--- src/rtl/log_mem_pkg.sv ---
// Shared definitions for the data-log RAM controller: FSM state encoding,
// default bus widths and the supported RAM read-latency range.
package log_mem_pkg;

  typedef enum logic [1:0] {
    ST_IDLE    = 2'd0,
    ST_CAPTURE = 2'd1,
    ST_FULL    = 2'd2
  } log_state_e;

  localparam int NB_ADDR_MEM_DEF = 15;
  localparam int NB_DATA_DEF     = 32;
  localparam int RAM_RD_LAT_MAX  = 4;

endpackage

--- src/rtl/log_mem_ctrl_if.sv ---
// Simple-dual-port BRAM bus between the log controller (master) and the
// log RAM (slave): one write port, one read port with registered data.
interface log_ram_if
  import log_mem_pkg::*;
#(
  parameter int NB_ADDR_MEM = NB_ADDR_MEM_DEF,
  parameter int NB_DATA     = NB_DATA_DEF
);

  logic                   wr_en;
  logic [NB_ADDR_MEM-1:0] wr_addr;
  logic [NB_DATA-1:0]     wr_data;
  logic                   rd_en;
  logic [NB_ADDR_MEM-1:0] rd_addr;
  logic [NB_DATA-1:0]     rd_data;

  modport master (
    output wr_en, wr_addr, wr_data, rd_en, rd_addr,
    input  rd_data
  );

  modport slave (
    input  wr_en, wr_addr, wr_data, rd_en, rd_addr,
    output rd_data
  );

endinterface

--- src/rtl/log_rd_pipe.sv ---
// Read-return pipeline: a RAM_RD_LAT-deep valid shift register that tracks
// the single outstanding BRAM read and captures the returned word.
// A flush drops the read in flight so no response pulse is produced.
module log_rd_pipe
  import log_mem_pkg::*;
#(
  parameter int NB_DATA    = NB_DATA_DEF,
  parameter int RAM_RD_LAT = 2
) (
  input  logic               clk,
  input  logic               i_rst,
  input  logic               i_flush,
  input  logic               i_launch,
  input  logic [NB_DATA-1:0] i_rd_data,
  output logic [NB_DATA-1:0] o_data,
  output logic               o_vld,
  output logic               o_busy
);

  logic [RAM_RD_LAT-1:0] vld_sr;
  logic                  take;

  assign take   = vld_sr[RAM_RD_LAT-1] && !i_flush;
  assign o_busy = |vld_sr;

  // Advance the in-flight marker one stage per cycle; stage 0 lines up
  // with the cycle the BRAM sees its read enable.
  always_ff @(posedge clk) begin
    if (i_rst || i_flush) begin
      vld_sr <= '0;
    end else begin
      vld_sr[0] <= i_launch;
      for (int i = 1; i < RAM_RD_LAT; i++) begin
        vld_sr[i] <= vld_sr[i-1];
      end
    end
  end

  // Register the BRAM word when its marker reaches the last stage; the word
  // then holds until the next completed read.
  always_ff @(posedge clk) begin
    if (i_rst) begin
      o_data <= '0;
      o_vld  <= 1'b0;
    end else begin
      o_vld <= take;
      if (take) begin
        o_data <= i_rd_data;
      end
    end
  end

endmodule

--- src/rtl/log_mem_ctrl.sv ---
// Capture/readback controller for the data-log RAM.
// A run pulse starts a capture that writes one word per accepted sample
// until all 2**NB_ADDR_MEM addresses are filled, then reports full and
// serves single-word reads.
// Optional build macro LOG_DECIM_EN: write only every (i_decim+1)-th valid
// sample during a capture.
module log_mem_ctrl
  import log_mem_pkg::*;
#(
  parameter int NB_ADDR_MEM = NB_ADDR_MEM_DEF,
  parameter int NB_DATA     = NB_DATA_DEF,
  parameter int RAM_RD_LAT  = 2
) (
  input  logic                   clk,
  input  logic                   i_rst,
  input  logic                   i_run_log,
  input  logic                   i_read_log,
  input  logic [NB_ADDR_MEM-1:0] i_addr_log,
  input  logic [NB_DATA-1:0]     i_data,
  input  logic                   i_valid,
  input  logic [7:0]             i_decim,
  log_ram_if.master              ram,
  output logic [NB_DATA-1:0]     o_data_log,
  output logic                   o_data_log_vld,
  output logic                   o_mem_full,
  output logic                   o_busy
);

  log_state_e state_q, state_d;

  // Extra MSB marks "all addresses written", so the counter never wraps.
  logic [NB_ADDR_MEM:0]   cnt_q;
  logic                   wr_en_q;
  logic [NB_ADDR_MEM-1:0] wr_addr_q;
  logic [NB_DATA-1:0]     wr_data_q;
  logic                   rd_en_q;
  logic [NB_ADDR_MEM-1:0] rd_addr_q;

  logic smp;
  logic wr_acc;
  logic rd_acc;
  logic decim_ok;
  logic rd_busy;

`ifdef LOG_DECIM_EN
  logic [7:0] decim_q;
  logic [7:0] dcnt_q;

  // Decimation phase: ratio latched at run, phase 0 marks a sample to keep.
  always_ff @(posedge clk) begin
    if (i_rst) begin
      decim_q <= 8'd0;
      dcnt_q  <= 8'd0;
    end else if (i_run_log) begin
      decim_q <= i_decim;
      dcnt_q  <= 8'd0;
    end else if (smp) begin
      dcnt_q <= (dcnt_q == decim_q) ? 8'd0 : dcnt_q + 8'd1;
    end
  end

  assign decim_ok = (dcnt_q == 8'd0);
`else
  logic unused_decim;
  assign unused_decim = ^i_decim;
  assign decim_ok     = 1'b1;
`endif

  // State register.
  always_ff @(posedge clk) begin
    if (i_rst) begin
      state_q <= ST_IDLE;
    end else begin
      state_q <= state_d;
    end
  end

  // Next state plus sample/read acceptance; a run pulse overrides everything.
  always_comb begin
    state_d = state_q;
    smp     = 1'b0;
    wr_acc  = 1'b0;
    rd_acc  = 1'b0;
    if (i_run_log) begin
      state_d = ST_CAPTURE;
    end else begin
      case (state_q)
        ST_CAPTURE: begin
          smp    = i_valid && !cnt_q[NB_ADDR_MEM];
          wr_acc = smp && decim_ok;
          if (wr_en_q && (wr_addr_q == '1)) begin
            state_d = ST_FULL;
          end
        end
        ST_FULL: begin
          rd_acc = i_read_log && !rd_busy;
        end
        default: state_d = state_q;
      endcase
    end
  end

  // Write path: one registered BRAM write per accepted sample.
  always_ff @(posedge clk) begin
    if (i_rst) begin
      cnt_q     <= '0;
      wr_en_q   <= 1'b0;
      wr_addr_q <= '0;
      wr_data_q <= '0;
    end else begin
      wr_en_q <= wr_acc;
      if (i_run_log) begin
        cnt_q <= '0;
      end else if (wr_acc) begin
        cnt_q     <= cnt_q + (NB_ADDR_MEM+1)'(1);
        wr_addr_q <= cnt_q[NB_ADDR_MEM-1:0];
        wr_data_q <= i_data;
      end
    end
  end

  // Read launch: one-cycle enable, address held between reads.
  always_ff @(posedge clk) begin
    if (i_rst) begin
      rd_en_q   <= 1'b0;
      rd_addr_q <= '0;
    end else begin
      rd_en_q <= rd_acc;
      if (rd_acc) begin
        rd_addr_q <= i_addr_log;
      end
    end
  end

  log_rd_pipe #(
    .NB_DATA    (NB_DATA),
    .RAM_RD_LAT (RAM_RD_LAT)
  ) u_rd_pipe (
    .clk       (clk),
    .i_rst     (i_rst),
    .i_flush   (i_run_log),
    .i_launch  (rd_acc),
    .i_rd_data (ram.rd_data),
    .o_data    (o_data_log),
    .o_vld     (o_data_log_vld),
    .o_busy    (rd_busy)
  );

  assign ram.wr_en   = wr_en_q;
  assign ram.wr_addr = wr_addr_q;
  assign ram.wr_data = wr_data_q;
  assign ram.rd_en   = rd_en_q;
  assign ram.rd_addr = rd_addr_q;

  assign o_mem_full = (state_q == ST_FULL);
  assign o_busy     = (state_q == ST_CAPTURE);

endmodule

--- src/flat_wrapper.sv ---
// flat-port wrapper written by rule: the top's interface ports become plain ports
module log_mem_ctrl_flat import log_mem_pkg::*;
#(
  parameter int NB_ADDR_MEM = NB_ADDR_MEM_DEF,
  parameter int NB_DATA     = NB_DATA_DEF,
  parameter int RAM_RD_LAT  = 2
)
  (clk, i_rst, i_run_log, i_read_log, i_addr_log, i_data, i_valid, i_decim, o_data_log, o_data_log_vld, o_mem_full, o_busy, ram_wr_en, ram_wr_addr, ram_wr_data, ram_rd_en, ram_rd_addr, ram_rd_data);
  log_ram_if #(.NB_ADDR_MEM(NB_ADDR_MEM), .NB_DATA(NB_DATA)) ram_i ();
  input  logic clk;
  input  logic i_rst;
  input  logic i_run_log;
  input  logic i_read_log;
  input  logic [NB_ADDR_MEM-1:0] i_addr_log;
  input  logic [NB_DATA-1:0] i_data;
  input  logic i_valid;
  input  logic [7:0] i_decim;
  output logic [NB_DATA-1:0] o_data_log;
  output logic o_data_log_vld;
  output logic o_mem_full;
  output logic o_busy;
  output wire logic [$bits(ram_i.wr_en)-1:0] ram_wr_en;
  output wire logic [$bits(ram_i.wr_addr)-1:0] ram_wr_addr;
  output wire logic [$bits(ram_i.wr_data)-1:0] ram_wr_data;
  output wire logic [$bits(ram_i.rd_en)-1:0] ram_rd_en;
  output wire logic [$bits(ram_i.rd_addr)-1:0] ram_rd_addr;
  input wire logic [$bits(ram_i.rd_data)-1:0] ram_rd_data;
  assign ram_wr_en = ram_i.wr_en;
  assign ram_wr_addr = ram_i.wr_addr;
  assign ram_wr_data = ram_i.wr_data;
  assign ram_rd_en = ram_i.rd_en;
  assign ram_rd_addr = ram_i.rd_addr;
  assign ram_i.rd_data = ram_rd_data;
  log_mem_ctrl #(.NB_ADDR_MEM(NB_ADDR_MEM), .NB_DATA(NB_DATA), .RAM_RD_LAT(RAM_RD_LAT)) u_core (.clk(clk), .i_rst(i_rst), .i_run_log(i_run_log), .i_read_log(i_read_log), .i_addr_log(i_addr_log), .i_data(i_data), .i_valid(i_valid), .i_decim(i_decim), .ram(ram_i), .o_data_log(o_data_log), .o_data_log_vld(o_data_log_vld), .o_mem_full(o_mem_full), .o_busy(o_busy));
endmodule
--- config.mk ---
export PLATFORM = sky130hd
export DESIGN_NAME = log_mem_ctrl_flat
export DESIGN_NICKNAME = d
export VERILOG_FILES = /design/src/rtl/log_mem_pkg.sv /design/src/rtl/log_mem_ctrl_if.sv /design/src/rtl/log_rd_pipe.sv /design/src/rtl/log_mem_ctrl.sv /design/src/flat_wrapper.sv
export SDC_FILE = /design/constraint.sdc
export NUM_CORES = 1
export LEC_CHECK = 0
export CORE_MARGIN = 10
export CORE_UTILIZATION = 45
export CTS_BUF_LIST = sky130_fd_sc_hd__clkbuf_16
export DETAILED_ROUTE_END_ITERATION = 6
export PLACE_DENSITY = 0.86
export SETUP_SLACK_MARGIN = 0.5
export SYNTH_ARGS = -nofsm -noshare
export SYNTH_HDL_FRONTEND = slang
export SYNTH_SLANG_ARGS = --single-unit
--- constraint.sdc ---
create_clock -name clk -period 3.5 [get_ports clk]
set_input_delay 0.875 -clock clk [delete_from_list [all_inputs] [get_ports clk]]
set_output_delay 0.875 -clock clk [all_outputs]
set_load 0.005 [all_outputs]
# After elaboration in Yosys (flattened, before gate mapping)
# Cells that the tools add are included.
dict set report classes {
  addsub 1
  mul 0
  mux 7
  n_shift 0
  n_eq_ne 3
  div_mod_pow 0
  order_cmp 0
  bitwise_logic 1
  reduce_logical 15
}
# op n
set ops {}
lappend ops {{$add 16x1->16 const B} 1}
lappend ops {{$eq 15x15->1 const B} 1}
lappend ops {{$mux 1} 7}
lappend ops {{$reduce_and 2->1} 3}
lappend ops {{$logic_and 1x1->1} 4}
lappend ops {{$reduce_bool 2->1} 2}
lappend ops {{$reduce_or 2->1} 2}
lappend ops {{$logic_not 1->1} 3}
lappend ops {{$eq 2x1->1 const B} 1}
lappend ops {{$eq 2x2->1 const B} 1}
lappend ops {{$logic_or 1x1->1} 1}
lappend ops {{$not 1->1} 1}
dict set report totals {
  word_cells 38
  ram_bits 0
  mem_bits_ro 0
  memories 0
  inputBits 92
  ff_bits 117
  latch_bits 0
}

# Depth between registers and ports, before layout
dict set report logic_depth {
  ltp_word 5
  mapped_depth 7
  depth_no_buf 5
}

# Modules after synthesis
# From an unflattened synthesis, not the netlist that was laid out.
dict set report unflattened {
  cells_unflattened 530
  area_unflattened_um2 4744.6
}
# mod seq_area_each_um2 cells_per_inst instances area_each_um2
set modules_own_cells {}
lappend modules_own_cells {log_mem_ctrl 1641.6 378 1 3081.7}
lappend modules_own_cells {log_rd_pipe 700.7 152 1 1662.8}

# Worst setup path before layout
# No wires, ideal clock.
dict set report synth_timing {
  path_type {input-to-reg}
  from {input i_run_log}
  to {register u_core.cnt_q[11]}
  required_time_ps 3430
  arrival_time_ps 2072
  path_stages 5
  path_slack_ps 1358
  setup_ps 70
  n_path_buf 1
  cell_sequence {buf_6 > nand4bb_4 > or3_4 > or3_1 > a21oi_1}
}
dict set report synth_via {
  elab_chain_cells 1
}
# element line_no
set synth_lines {}
lappend synth_lines {{from (decl)} flat_wrapper.sv:12} ;# input logic i_run_log;
lappend synth_lines {{$mux 1 or $reduce_or 2->1 (tied branches)} --}
lappend synth_lines {{to (signal assigned)} log_mem_ctrl.sv:115} ;# cnt_q <= cnt_q + (NB_ADDR_MEM+1)'(1);
lappend synth_lines {{to (decl)} log_mem_ctrl.sv:32} ;# logic [NB_ADDR_MEM:0] cnt_q;
# Several ways; a longest one is shown, not always the timed one.
# A chain may end at the register's enable or synchronous reset.

# Final worst setup path
dict set report layout_timing {
  from {register u_core.state_q[1]}
  to {output o_mem_full}
}
dict set report layout_via {
  elab_chain_cells 1
}
# element line_no
set layout_lines {}
lappend layout_lines {{from (decl)} log_mem_ctrl.sv:29} ;# log_state_e state_q, state_d;
lappend layout_lines {{from (signal assigned)} log_mem_ctrl.sv:74} ;# state_q <= state_d;
lappend layout_lines {{$eq 2x2->1} log_mem_ctrl.sv:155} ;# assign o_mem_full = (state_q == ST_FULL);
lappend layout_lines {{to (decl)} flat_wrapper.sv:20} ;# output logic o_mem_full;
# No other way between the ends.

==> impl_metrics.py <==
metrics = {
    "outcome": {
        "status": "completed",
    },
    "worst_setup_path": {
        "crit_cells": 2,
        "path_cells": "nor2b_1, clkdlybuf4s50_1",
        "critPathSlowestCell": "clkdlybuf4s50_1",
        "critPathTopFamily": "buffers and inverters",
        "crit_type": "reg -> out",
        "path_buf_inv": 1,
        "max_stage_delay_ns": 0.57,
        "rr_worst_depth": 6,
        "cp-end-kind": "output port",
        "critPathRequiredTime_ns": 2.62,
        "arrival_ns": 1.61,
        "setup.worst_path.start_class": "flop",
        "crit_fanout": 5,
    },
    "cts": {
        "h-tree-depth": 4,
        "clk_pin_slew_ns": 0.05,
        "cts_tree": "done",
        "cts_hold_buffers": 0,
        "max-clock-path-buffers": 2,
        "clock_sinks": 117,
        "clockRootBuffer": "clkbuf_16",
        "clock_latency_ns": 0.40,
        "post_cts_resized": 0,
        "cts_buffers": 17,
        "post_cts_buffers": 0,
    },
    "logic_synthesis": {
        "synthAdderAreaFrac_pct": 0.295,
        "synth_nets": 605,
        "synth_top_family_by_area": "simple AND/OR/NAND/NOR gates",
        "synthXorXnorAreaFrac_pct": 1.45,
        "synth-seq-cells": 117,
        "synthDistinctLibCells": 32,
        "yosys_warnings": 0,
        "synth_top_area_share_pct": 55.2,
        "netlist_area_sq_um": 4240,
        "synth-edff-count": 0,
        "synthTopCellsByCount": "nand2_1 (166), dfxtp_1 (117), a21oi_1 (87)",
        "synthTopCellsByArea": "dfxtp_1 (55%), nand2_1 (15%), a21oi_1 (10%)",
        "syn_area_per_cell_sq_um": 8.29,
        "synthSimpleGateAreaFrac_pct": 24.0,
        "yosysTopAreaCell": "dfxtp_1",
        "synthFlopType": "dfxtp_1",
        "synth.area.mux_share_pct": 3.80,
        "synth_compound_area_share_pct": 11.6,
        "synth_cells": 512,
        "async_flop_share_pct": 0,
        "synth.most_common_cell": "nand2_1",
        "synth_seq_area_share_pct": 55.2,
    },
    "global_route": {
        "grt_max_degree": 51,
        "grt_pass1_wl_microns": 20800,
        "grt_pass1_vias": 4180,
        "gr-total-overflow": 0,
        "grt_usage_pct": 19.4,
        "antenna_found_initial": 0,
    },
    "placed_design": {
        "port_buffers": 182,
        "dp.cells": 779,
        "routabilityCongestion": 0.870,
        "dp_hpwl_microns": 10300,
    },
    "timing": {
        "period_share_pct": 71.0,
        "skew_ns": 0.00781,
        "fin_tns_setup_ns": 0,
        "slew_violations": 0,
        "fmax_mhz": 402,
        "rsz0062_at_grt": "false",
        "setup_viol_count_final": 0,
        "relSlewSlack_pct": 65.5,
        "hold_viol": 0,
        "tightestPinTransition_ns": 0.517,
        "min_period_ns": 2.49,
    },
    "floorplan": {
        "core_sq_um": 9200,
        "io_pins": 191,
        "die_area_sq_um": 13700,
        "die_y_microns": 117,
        "die_w_microns": 117,
        "start_util_pct": 46.1,
        "core.rowCount": 35,
    },
    "routing": {
        "wl_met2_microns": 6700,
        "ant_nets": 0,
        "route.vias.total": 4120,
        "wl_met3_microns": 1750,
        "via_per_inst": 5.09,
        "m1WireLength_microns": 4890,
        "routedWlPerCell_microns": 16.9,
        "initialDrtViolationCount": 211,
        "routed_wl_microns": 13700,
        "post-route-drc-count": 0,
        "topRoutingLayerUsed": "met4",
        "drt-pass1-iter-count": 6,
    },
    "finish": {
        "drive_gt1_share_pct": 6.29,
        "diodes": 0,
        "fin_nets": 780,
        "fin_cells": 810,
        "fin_util_pct": 72.8,
        "area_growth_pct": 57.7,
    },
    "worst_hold_path": {
        "hold-path-cell-count": 2,
        "hold_class": "reg -> reg",
    },
    "power": {
        "leakage_nw": 2.38,
        "powerDensity_nw_per_um2": 468,
        "max-vdd-ir-drop_mv": 0.348,
    },
    "job": {
        "maxCapViolations": 0,
    },
}
[layout make-up]
type                    count  area [sq um]
clock buffers              17           425
fillers                   707          2500
clock inverters            14           121
flip-flops and latches    117          2340
multi-input cells         358          1760
well taps                 111           139
repair buffers            190          1890
inverters                   3          11.3
[worst reg2reg max path: cells and delay by family, from the launching register on]
| kind | cells | cell delay, ns |
|---|---|---|
| compound gates | 1 | 0.18 |
| flops | 1 | 0.38 |
| simple gates | 3 | 0.56 |
| buf+inv | 2 | 0.56 |
[through the flow]
step | power (mW) | setup slack [ns] | cell area [sq um] | hold slack [ns]
after floorplan | 1.43 | 1.36 | 4240 | 0.431
after global placement | 1.56 | 0.692 | 6140 | 0.439
after detailed placement | 1.56 | 0.661 | 6140 | 0.443
after CTS | 3.15 | 0.990 | 6690 | 0.454
after global routing | 3.23 | 0.876 | 6690 | 0.471
final | 3.13 | 1.01 | 6690 | 0.453
[routing by layer]
metal	up-vias	GRT usage, %
li1	2040	-
met1	1903	17.9
met2	154	33.6
met3	23	12.3
met4	0	8.15
met5	-	0
[logic make-up after synthesis]
| group | count (synthesis) |
|---|---|
| flops | 117 |
| buf+inv | 37 |
| simple gates | 238 |
| xor+xnor | 7 |
| fa+ha+maj | 1 |
| compound gates | 96 |
| mux | 16 |
[path summary, 6_finish.rpt]
check | from | endpoint | slack [ns]
max | u_core.state_q[1]$_SDFFE_PP0P_ | o_mem_full | 1.01
min | u_core.ram.wr_data[4]$_SDFFE_PP0P_ | u_core.ram.wr_data[4]$_SDFFE_PP0P_ | 0.45
max reg2reg | u_core.state_q[1]$_SDFFE_PP0P_ | u_core.ram.wr_addr[11]$_SDFFE_PP0P_ | 1.76
min reg2reg | u_core.ram.wr_data[4]$_SDFFE_PP0P_ | u_core.ram.wr_data[4]$_SDFFE_PP0P_ | 0.45
[flip-flops by register name, summed over array words and instances (netlist names)]
name                     cells
u_core.state_q               2
u_core.ram.wr_data          32
u_core.u_rd_pipe.o_data     32
u_core.ram.rd_addr          15
u_core.ram.rd_en             1
u_core.ram.wr_addr          15
u_core.cnt_q                16
u_core.ram.wr_en             1
u_core.u_rd_pipe.o_vld       1
u_core.u_rd_pipe.vld_sr      2
[placed cells by master (no fill, tap or decap), types with 6 or more instances in the layout]
| cell type | count |
|---|---|
| a21oi_1 | 87 |
| buf_4 | 8 |
| clkbuf_16 | 17 |
| clkdlybuf4s50_1 | 181 |
| dfxtp_1 | 117 |
| mux2i_1 | 15 |
| nand2_1 | 166 |
| nand4_1 | 8 |
| nor2_1 | 32 |
| or3_1 | 6 |
| xnor2_1 | 7 |
[where the power goes]
| group | switching [mW] | internal, mW |
|---|---|---|
| Combinational | 0.0663 | 0.114 |
| Clock | 0.578 | 1.02 |
| Sequential | 0.00734 | 1.35 |
(Power assumes the default switching activity.)
==> edit: new RTL, config.mk and constraints unchanged <==
Encoding of `log_state_e`: now one-hot (3 bits for 3 states).
--- a/src/rtl/log_mem_pkg.sv
+++ b/src/rtl/log_mem_pkg.sv
@@ -3,8 +3,8 @@
 package log_mem_pkg;
 
-  typedef enum logic [1:0] {
-    ST_IDLE    = 2'd0,
-    ST_CAPTURE = 2'd1,
-    ST_FULL    = 2'd2
+  typedef enum logic [2:0] {
+    ST_IDLE    = 3'b001,
+    ST_CAPTURE = 3'b010,
+    ST_FULL    = 3'b100
   } log_state_e;
 
Function: same outputs for any inputs over 10 cycles, from zero or initial values and one cycle with i_rst high; not proved beyond that.
==> edit against the original RTL <==
  * Power rose by 4.8%
  * Synthesized area increased by 0.29%
  * Global-route usage is 0.18 points lower
  * Design area increased by 1.1%
  * Critical path depth rose by 3
  * Worst setup slack got worse by 0.21 ns
  * Combinational power is 15% lower
  * Final cell count grew 2.1%
  * Sequential cell count grew 1
  * Routed wire length decreased by 1.3%
  * Largest cell class unchanged
  * Highest routed layer unchanged
==> edit: results (changes against the original RTL) <==
GP Congestion=0.780 (-10%); die width=117 um (+0.12%); register area share after synthesis=0.555 (+0.00308); hpwl dp=9.99 mm (-2.9%); run status=complete, no violations; Least-Margin Pin Slew=0.679 ns (+0.162 ns); cell family with most CP delay=simple AND/OR/NAND/NOR gates; Post-synth top cells=nand2_1, dfxtp_1, a21oi_1, clkbuf_1, nor2_1; global-route wire length before repair=20.7 mm (-0.66%); placed cells=796 (+2.2%); Vias/cell=4.97 (-2.4%); CP max FO=11 (+6); syn avg cell area=8.31 sq um (+0.29%); R2R Path Start=u_core.cnt_q[15]; kind of critical path=primary input to register; VDD IR-drop max=0.336 mV (-3.6%); Finished Layout Cells=827 (+2.1%); Worst Setup SP=i_run_log; hold wc startpoint=u_core.ram.wr_data[14]; slowest stage delay, CP=0.53 ns (-0.04 ns); vias in the first global route=4199 (+0.45%); WL final=13.5 mm (-1.3%); gr usage total=0.193 (-0.00183); Final Skew=0.00892 ns (+0.00111 ns); Distinct cells, synth=35 (+9.4%); Nets=779 (-0.13%); DR pass1 iterations=5 (-1); Area contributors post-synth=dfxtp_1, nand2_1, a21oi_1; Fillers=704 (-0.42%); pin count of the biggest net entering global routing=68 (+33%); Starting DRT DRC Count=229 (+8.5%)
==> edit: cell count changes in the layout (fill, tap and decap cells not counted), moves of 3 or more <==
cell | unedited run | this run
a21oi_1 | 87 | 90
nor2_1 | 32 | 24
nor3_1 | 5 | 1
o31ai_1 | 0 | 4
or4_1 | 0 | 5
xnor2_1 | 7 | 3
==> edit: final cells by class <==
type | count | share of cell area
Timing Repair Buffer | 190 | 0.278
Tap cell | 129 | 0.0239
Clock inverter | 14 | 0.0274
Inverter | 5 | 0.00314
Sequential cell | 118 | 0.349
Multi-Input combinational cell | 354 | 0.256
Clock buffer | 17 | 0.0629
==> edit: path summary, 6_finish.rpt <==
path	endpoint	depth (start not counted)	slack (ns)
max	u_core.cnt_q[14]	5	0.80
min reg2reg	u_core.ram.wr_data[14]	2	0.45
min	u_core.ram.wr_data[14]	2	0.45
max reg2reg	u_core.cnt_q[14]	4	1.51
==> edit: cells by family (layout without fill, tap and decap cells) <==
kind of cell / after synthesis / count (layout) / synth area share
AOI/OAI and AO/OA: 104 / 104 / 0.128
xor gates and xnor gates: 4 / 4 / 0.00823
adders and majority gates: 1 / 1 / 0.00294
buffers and inverters: 40 / 226 / 0.0409
DFF: 118 / 118 / 0.555
muxes: 15 / 15 / 0.0353
and+or+nand+nor: 230 / 230 / 0.230
==> edit: metal layers <==
layer  GRT usage  up-vias  wire (um)
met5           0        -          0
met2       0.337      161       6800
li1            -     2045          -
met4      0.0700        0        259
met1       0.189     1880       4720
met3       0.103       21       1720
==> edit: worst min-delay path, cell delays in order (launching register included) <==
cell and delay [ns]:
dfxtp_1 0.30, nand2_1 0.05, a21oi_1 0.05
==> edit: power groups by stage <==
stage               clock (mW)  sequential, mW  combinational [mW]
finish                    1.77            1.36               0.153
global route              1.86            1.35               0.164
CTS                       1.80            1.35               0.153
detailed placement           0            1.38               0.152
global placement             0            1.38               0.149
floorplan                    0            1.38              0.0368
==> edit: stage by stage <==
stage | setup WS [ns] | total power, mW | area [sq um]
after floorplan | 1.37 | 1.42 | 4260
after global placement | 0.579 | 1.53 | 6150
after detailed placement | 0.504 | 1.54 | 6150
after CTS | 0.807 | 3.31 | 6760
after global routing | 0.638 | 3.38 | 6760
final | 0.800 | 3.28 | 6760
